$ cat src/rtl/sub_word_engine_if.sv
// Request/response bundle for sub_word_engine.
// Request side: in_valid/in_ready, in_data, in_rot, in_inv.
// Response side: out_valid/out_ready, out_data.
// The master modport is the requester and consumer.
// The slave modport is the engine.
interface sub_word_engine_if #(
    parameter int NWORDS = 4
) ();
    logic                  in_valid;
    logic                  in_ready;
    logic [32*NWORDS-1:0]  in_data;
    logic                  in_rot;
    logic                  in_inv;
    logic                  out_valid;
    logic                  out_ready;
    logic [32*NWORDS-1:0]  out_data;

    modport master (
        output in_valid, in_data, in_rot, in_inv, out_ready,
        input  in_ready, out_valid, out_data
    );

    modport slave (
        input  in_valid, in_data, in_rot, in_inv, out_ready,
        output in_ready, out_valid, out_data
    );
endinterface

$ cat src/rtl/sub_word_engine.sv
// Sequential AES SubWord/SubBytes engine with optional RotWord.
// It substitutes LANES bytes per cycle through time-multiplexed S-boxes.
// Ports: clk, rst_n (async, active low), bus (sub_word_engine_if.slave).
// Parameters: NWORDS (1..8) words per block.
// Parameters: LANES is the S-box count, a power of two dividing 4*NWORDS.
// Define SUBWORD_INV_EN to add inverse S-boxes selected by in_inv.
module sub_word_engine #(
    parameter int NWORDS = 4,
    parameter int LANES  = 4
) (
    input logic              clk,
    input logic              rst_n,
    sub_word_engine_if.slave bus
);
    localparam int NB = 4 * NWORDS;
    localparam int W  = 32 * NWORDS;
    localparam int PW = $clog2(NB);
    localparam logic [PW-1:0] LAST = PW'(NB - LANES);

    if (NWORDS < 1 || NWORDS > 8) begin : g_bad_nwords
        $error("sub_word_engine: NWORDS must be 1..8");
    end
    if (LANES < 1 || (LANES & (LANES - 1)) != 0 || (NB % LANES) != 0)
    begin : g_bad_lanes
        $error("sub_word_engine: LANES must be a power of two dividing 4*NWORDS");
    end

    localparam logic [0:255][7:0] FWD = {
        128'h637c777bf26b6fc53001672bfed7ab76,
        128'hca82c97dfa5947f0add4a2af9ca472c0,
        128'hb7fd9326363ff7cc34a5e5f171d83115,
        128'h04c723c31896059a071280e2eb27b275,
        128'h09832c1a1b6e5aa0523bd6b329e32f84,
        128'h53d100ed20fcb15b6acbbe394a4c58cf,
        128'hd0efaafb434d338545f9027f503c9fa8,
        128'h51a3408f929d38f5bcb6da2110fff3d2,
        128'hcd0c13ec5f974417c4a77e3d645d1973,
        128'h60814fdc222a908846eeb814de5e0bdb,
        128'he0323a0a4906245cc2d3ac629195e479,
        128'he7c8376d8dd54ea96c56f4ea657aae08,
        128'hba78252e1ca6b4c6e8dd741f4bbd8b8a,
        128'h703eb5664803f60e613557b986c11d9e,
        128'he1f8981169d98e949b1e87e9ce5528df,
        128'h8ca1890dbfe6426841992d0fb054bb16
    };

`ifdef SUBWORD_INV_EN
    localparam logic [0:255][7:0] INV = {
        128'h52096ad53036a538bf40a39e81f3d7fb,
        128'h7ce339829b2fff87348e4344c4dee9cb,
        128'h547b9432a6c2233dee4c950b42fac34e,
        128'h082ea16628d924b2765ba2496d8bd125,
        128'h72f8f66486689816d4a45ccc5d65b692,
        128'h6c704850fdedb9da5e154657a78d9d84,
        128'h90d8ab008cbcd30af7e45805b8b34506,
        128'hd02c1e8fca3f0f02c1afbd0301138a6b,
        128'h3a9111414f67dcea97f2cfcef0b4e673,
        128'h96ac7422e7ad3585e2f937e81c75df6e,
        128'h47f11a711d29c5896fb7620eaa18be1b,
        128'hfc563e4bc6d279209adbc0fe78cd5af4,
        128'h1fdda8338807c731b11210592780ec5f,
        128'h60517fa919b54a0d2de57a9f93c99cef,
        128'ha0e03b4dae2af5b0c8ebbb3c83539961,
        128'h172b047eba77d626e169146355210c7d
    };
`endif

    typedef enum logic [1:0] {IDLE, BUSY, DONE} state_t;

    state_t         state_q;
    state_t         state_d;
    logic [W-1:0]   work_q;
    logic [W-1:0]   work_sub;
    logic [W-1:0]   cap;
    logic [PW-1:0]  ptr_q;
    logic [7:0]     lane_in  [LANES];
    logic [7:0]     lane_out [LANES];

`ifdef SUBWORD_INV_EN
    logic inv_q;
`else
    logic unused_inv;
    assign unused_inv = bus.in_inv;
`endif

    always_ff @(posedge clk or negedge rst_n) begin
        if (!rst_n) begin
            state_q <= IDLE;
        end else begin
            state_q <= state_d;
        end
    end

    always_comb begin
        state_d = state_q;
        unique case (state_q)
            IDLE:    if (bus.in_valid)    state_d = BUSY;
            BUSY:    if (ptr_q == LAST)   state_d = DONE;
            DONE:    if (bus.out_ready)   state_d = IDLE;
            default:                      state_d = IDLE;
        endcase
    end

    always_comb begin
        bus.in_ready  = (state_q == IDLE);
        bus.out_valid = (state_q == DONE);
        bus.out_data  = (state_q == DONE) ? work_q : '0;
    end

    // RotWord is a left byte rotation: byte 3 moves to byte 0.
    always_comb begin
        cap = bus.in_data;
        for (int i = 0; i < NWORDS; i++) begin
            if (bus.in_rot) begin
                cap[32*i +: 32] = {bus.in_data[32*i +: 24],
                                   bus.in_data[32*i+24 +: 8]};
            end
        end
    end

    // Lane k always serves byte ptr+k of the current group.
    always_comb begin
        for (int k = 0; k < LANES; k++) begin
            lane_in[k] = work_q[8*(int'(ptr_q)+k) +: 8];
        end
    end

    for (genvar k = 0; k < LANES; k++) begin : g_lane
`ifdef SUBWORD_INV_EN
        assign lane_out[k] = inv_q ? INV[lane_in[k]] : FWD[lane_in[k]];
`else
        assign lane_out[k] = FWD[lane_in[k]];
`endif
    end

    always_comb begin
        work_sub = work_q;
        for (int k = 0; k < LANES; k++) begin
            work_sub[8*(int'(ptr_q)+k) +: 8] = lane_out[k];
        end
    end

    // ptr returns to 0 after the last group so lane indices stay in range.
    always_ff @(posedge clk or negedge rst_n) begin
        if (!rst_n) begin
            work_q <= '0;
            ptr_q  <= '0;
`ifdef SUBWORD_INV_EN
            inv_q  <= 1'b0;
`endif
        end else begin
            unique case (state_q)
                IDLE: begin
                    if (bus.in_valid) begin
                        work_q <= cap;
                        ptr_q  <= '0;
`ifdef SUBWORD_INV_EN
                        inv_q  <= bus.in_inv;
`endif
                    end
                end
                BUSY: begin
                    work_q <= work_sub;
                    if (ptr_q == LAST) begin
                        ptr_q <= '0;
                    end else begin
                        ptr_q <= ptr_q + PW'(LANES);
                    end
                end
                default: ;
            endcase
        end
    end
endmodule

$ cat src/flat_wrapper.sv
// flat-port wrapper written by rule: the top's interface ports become plain ports
module sub_word_engine_flat 
#(
    parameter int NWORDS = 4,
    parameter int LANES  = 4
)
  (clk, rst_n, bus_in_valid, bus_in_data, bus_in_rot, bus_in_inv, bus_out_ready, bus_in_ready, bus_out_valid, bus_out_data);
  sub_word_engine_if #(.NWORDS(NWORDS)) bus_i ();
  input logic clk;
  input logic rst_n;
  input wire logic [$bits(bus_i.in_valid)-1:0] bus_in_valid;
  input wire logic [$bits(bus_i.in_data)-1:0] bus_in_data;
  input wire logic [$bits(bus_i.in_rot)-1:0] bus_in_rot;
  input wire logic [$bits(bus_i.in_inv)-1:0] bus_in_inv;
  input wire logic [$bits(bus_i.out_ready)-1:0] bus_out_ready;
  output wire logic [$bits(bus_i.in_ready)-1:0] bus_in_ready;
  output wire logic [$bits(bus_i.out_valid)-1:0] bus_out_valid;
  output wire logic [$bits(bus_i.out_data)-1:0] bus_out_data;
  assign bus_i.in_valid = bus_in_valid;
  assign bus_i.in_data = bus_in_data;
  assign bus_i.in_rot = bus_in_rot;
  assign bus_i.in_inv = bus_in_inv;
  assign bus_i.out_ready = bus_out_ready;
  assign bus_in_ready = bus_i.in_ready;
  assign bus_out_valid = bus_i.out_valid;
  assign bus_out_data = bus_i.out_data;
  sub_word_engine #(.NWORDS(NWORDS), .LANES(LANES)) u_core (.clk(clk), .rst_n(rst_n), .bus(bus_i));
endmodule
$ cat config.mk
export PLATFORM = sky130hd
export DESIGN_NAME = sub_word_engine_flat
export DESIGN_NICKNAME = d
export VERILOG_FILES = /design/src/rtl/sub_word_engine_if.sv /design/src/rtl/sub_word_engine.sv /design/src/flat_wrapper.sv
export SDC_FILE = /design/constraint.sdc
export NUM_CORES = 1
export LEC_CHECK = 0
export CORE_ASPECT_RATIO = 1.25
export CORE_UTILIZATION = 30
export CTS_BUF_LIST = sky130_fd_sc_hd__clkbuf_8
export DETAILED_ROUTE_END_ITERATION = 10
export PLACE_DENSITY = 0.49
export SETUP_SLACK_MARGIN = 0.4
export SLEW_MARGIN = 10
export SYNTH_ARGS = -nofsm -noshare
export SYNTH_HDL_FRONTEND = slang
export SYNTH_SLANG_ARGS = --single-unit
$ cat constraint.sdc
create_clock -name clk -period 3.9 [get_ports clk]
set_input_delay 1.17 -clock clk [delete_from_list [all_inputs] [get_ports clk]]
set_output_delay 1.17 -clock clk [all_outputs]
set_load 0.005 [all_outputs]
==> results.yml <==
synth:
  synth-edff-count: 0
  synth-async-reset-ratio_pct: 100
  syn_inst: 3184
  syn_area_um2: 22700
  synth_cell_types: 97
  ys_ff_latch: 132
  yosys_warnings: 0
  ys.flop_type: "dfrtp_1"
  synth.avg_cell_area_um2: 7.13
  ys_seq_area_share_pct: 14.6
timing:
  fmax_mhz: 274
  tightest_slew_ns: 0.774
  hold_viol: 0
  fin_crit_sh_pct: 93.7
  rsz0062_at_grt: "true"
  slew_headroom_pct: 48.0
  slew_viol_final: 0
  post-route-min-period_ns: 3.65
  finalSetupViolations: 0
  skew_ns: 0.0128
  timing.final.ws_setup_ns: 0.247
clock_network:
  cts-buffers-inserted: 17
  hold_buffers: 0
  htree_levels: 4
  path_clk_slew_ns: 0.09
  cts_root_buf: "clkbuf_8"
  clock_latency_ns: 0.49
  cts_sinks: 132
  cts_tree: "yes"
  cts_buffer_depth: 2
grt:
  grt_pass1_vias: 28990
  grt_use_total_pct: 37.4
  met1_usage_pct: 46.3
  met2_usage_pct: 58.7
  antenna_found_initial: 6
  grt_pass1_wl_um: 209000
  busiest_layer: "met2"
  grtUsageMet3_pct: 7.63
  grt_overflow: 0
  grt_start_max_net_pins: 69
hold_path:
  hold_class: "flip-flop to flip-flop"
die:
  rows: 112
  ios: 264
  die_area_um2: 76800
  fp.dieH_um: 310
  fp.dieW_um: 248
  core_um2: 74700
  start_util_pct: 30.4
worst_setup_path:
  cp-start-kind: "flip-flop"
  crit_path_end_kind: "flip-flop"
  worstSetupPathType: "flip-flop to flip-flop"
  critPathMaxFanout: 7
  required_ns: 4.25
  arrival_ns: 4.00
placement:
  dpl.hpwl_um: 114000
  portBuffers: 262
  place_area_um2: 29600
  gp_congestion: 1.05
  dpl_worst_slack_ns: -0.0616
outcome:
  outcome: "finished, final reports clean"
drt:
  routed_wl_um: 151000
  dr.pass1.iters: 7
  vias_per_cell: 6.58
  drc: 0
  routedWlPerCell_um: 31.6
  drtIter0Drc: 4242
  ant_nets: 0
  num_vias: 31517
final_layout:
  layout_commonest_cell: "buf_4"
  syn_to_final_growth_pct: 46.0
  drive_above_1_share_pct: 28.4
  num-fill-cells: 7732
  final_area_um2: 33100
  multi_input_area_um2: 19400
  final_cell_mix: "buf_4 (569), nand2_1 (267), a21oi_1 (262), clkdlybuf4s50_1 (260), nor2_1 (203)"
  final-seq-area_um2: 3310
  finalNetCount: 4040
flow_run:
  cap_violations: 0
per-layer routing:
metal	vias to the layer above	share of wire [%]
li1	13341	-
met1	15127	37
met2	2378	44
met3	663	11
met4	8	8.4
met5	-	0.080
worst max-delay path, cell delays in order, from the launching register on:
cell      delay [ns]
dfrtp_4         0.54
buf_6           0.16
mux4_2          0.62
buf_12          0.19
buf_12          0.14
ha_2            0.21
buf_4           0.16
nand2_1         0.07
a21oi_1         0.12
o311ai_1        0.51
nand2_2         0.18
nor4_4          0.32
buf_4           0.20
o21ai_0         0.08
synth_stat cells (12+ instances only):
cell	number	area (µm²)
inv_1	52	195
nor2b_1	25	156
mux4_2	30	676
o32ai_1	12	105
a221o_1	13	130
o211ai_1	73	548
o22ai_1	18	113
ha_1	100	1250
o2111ai_1	31	272
mux2i_1	183	1830
nand3_1	82	410
a31oi_1	64	400
nand4_1	25	156
buf_1	34	128
o311ai_0	43	377
mux2_2	25	282
nand2_1	278	1040
a21oi_1	275	1380
a311oi_1	26	228
dfrtp_1	132	3300
a211o_1	13	114
clkbuf_1	153	574
o221ai_1	20	175
or3_1	18	113
and2_1	156	976
o31ai_1	30	225
a221oi_1	28	245
buf_4	20	150
nand2b_1	42	263
buf_2	107	536
a211oi_1	66	495
o21ai_1	63	315
nor2_1	224	841
buf_6	16	180
nor3_1	209	1050
nor4_1	18	113
o21ai_0	233	1170
a21o_1	21	158
or2_2	14	87.6
a2111oi_0	14	123
what timing repair did:
action / in CTS / in global routing
gates cloned: 5 / 8
pin swaps: 33 / 96
setup endpoints to repair: 126 / 132
buffers inserted: 27 / 75
gates resized for setup: 151 / 342
endpoints found under the hold margin: 0 / 0
logic make-up after synthesis:
group | Yosys count | synth area share [%]
DFF | 132 | 14.6
xor gates and xnor gates | 12 | 0.496
buffers and inverters | 389 | 8.04
other | 1 | 0.0165
AOI/OAI and AO/OA | 1163 | 33.9
adders and majority gates | 100 | 5.51
muxes | 242 | 12.6
and+or+nand+nor | 1145 | 24.8
final timing paths:
kind / from / end / slack [ns] / cells after the start
max: u_core.ptr_q[3] / u_core.work_q[59] / 0.25 / 13
max reg2reg: u_core.ptr_q[3] / u_core.work_q[59] / 0.25 / 13
min reg2reg: u_core.work_q[111] / u_core.work_q[111] / 0.52 / 2
max in group asynchronous: rst_n / u_core.work_q[91] / 2.34 / 2
min: u_core.work_q[111] / u_core.work_q[111] / 0.52 / 2
min in group asynchronous: rst_n / u_core.work_q[116] / 0.68 / 1
metrics by stage:
stage | cells | hold slack [ns] | utilization, % | TNS [ns]
after floorplan | 3189 | 0.472 | - | 0
after global placement | 4641 | 0.496 | 39.6 | -0.250
after detailed placement | 4641 | 0.511 | 39.6 | -0.351
after CTS | 4705 | 0.523 | 41.4 | 0
after global routing | 4789 | 0.548 | 44.3 | 0
final | 4791 | 0.524 | 44.4 | 0
flip-flops by register name, summed over array words and instances (netlist names):
name / count
u_core.work_q: 128
u_core.ptr_q: 2
u_core.state_q: 2
final cells by class:
class	instances	area share [%]
multi-input combinational	2673	58.6
timing repair buffer	925	25.6
sequential	132	9.99
tap	969	3.66
inverter	57	0.793
clock buffer	18	0.748
clock inverter	14	0.563
antenna	3	0.0227
Power is left out: the tool's default activity adds up to more than one toggle a clock period on the data nets, which glitch-free logic cannot reach.
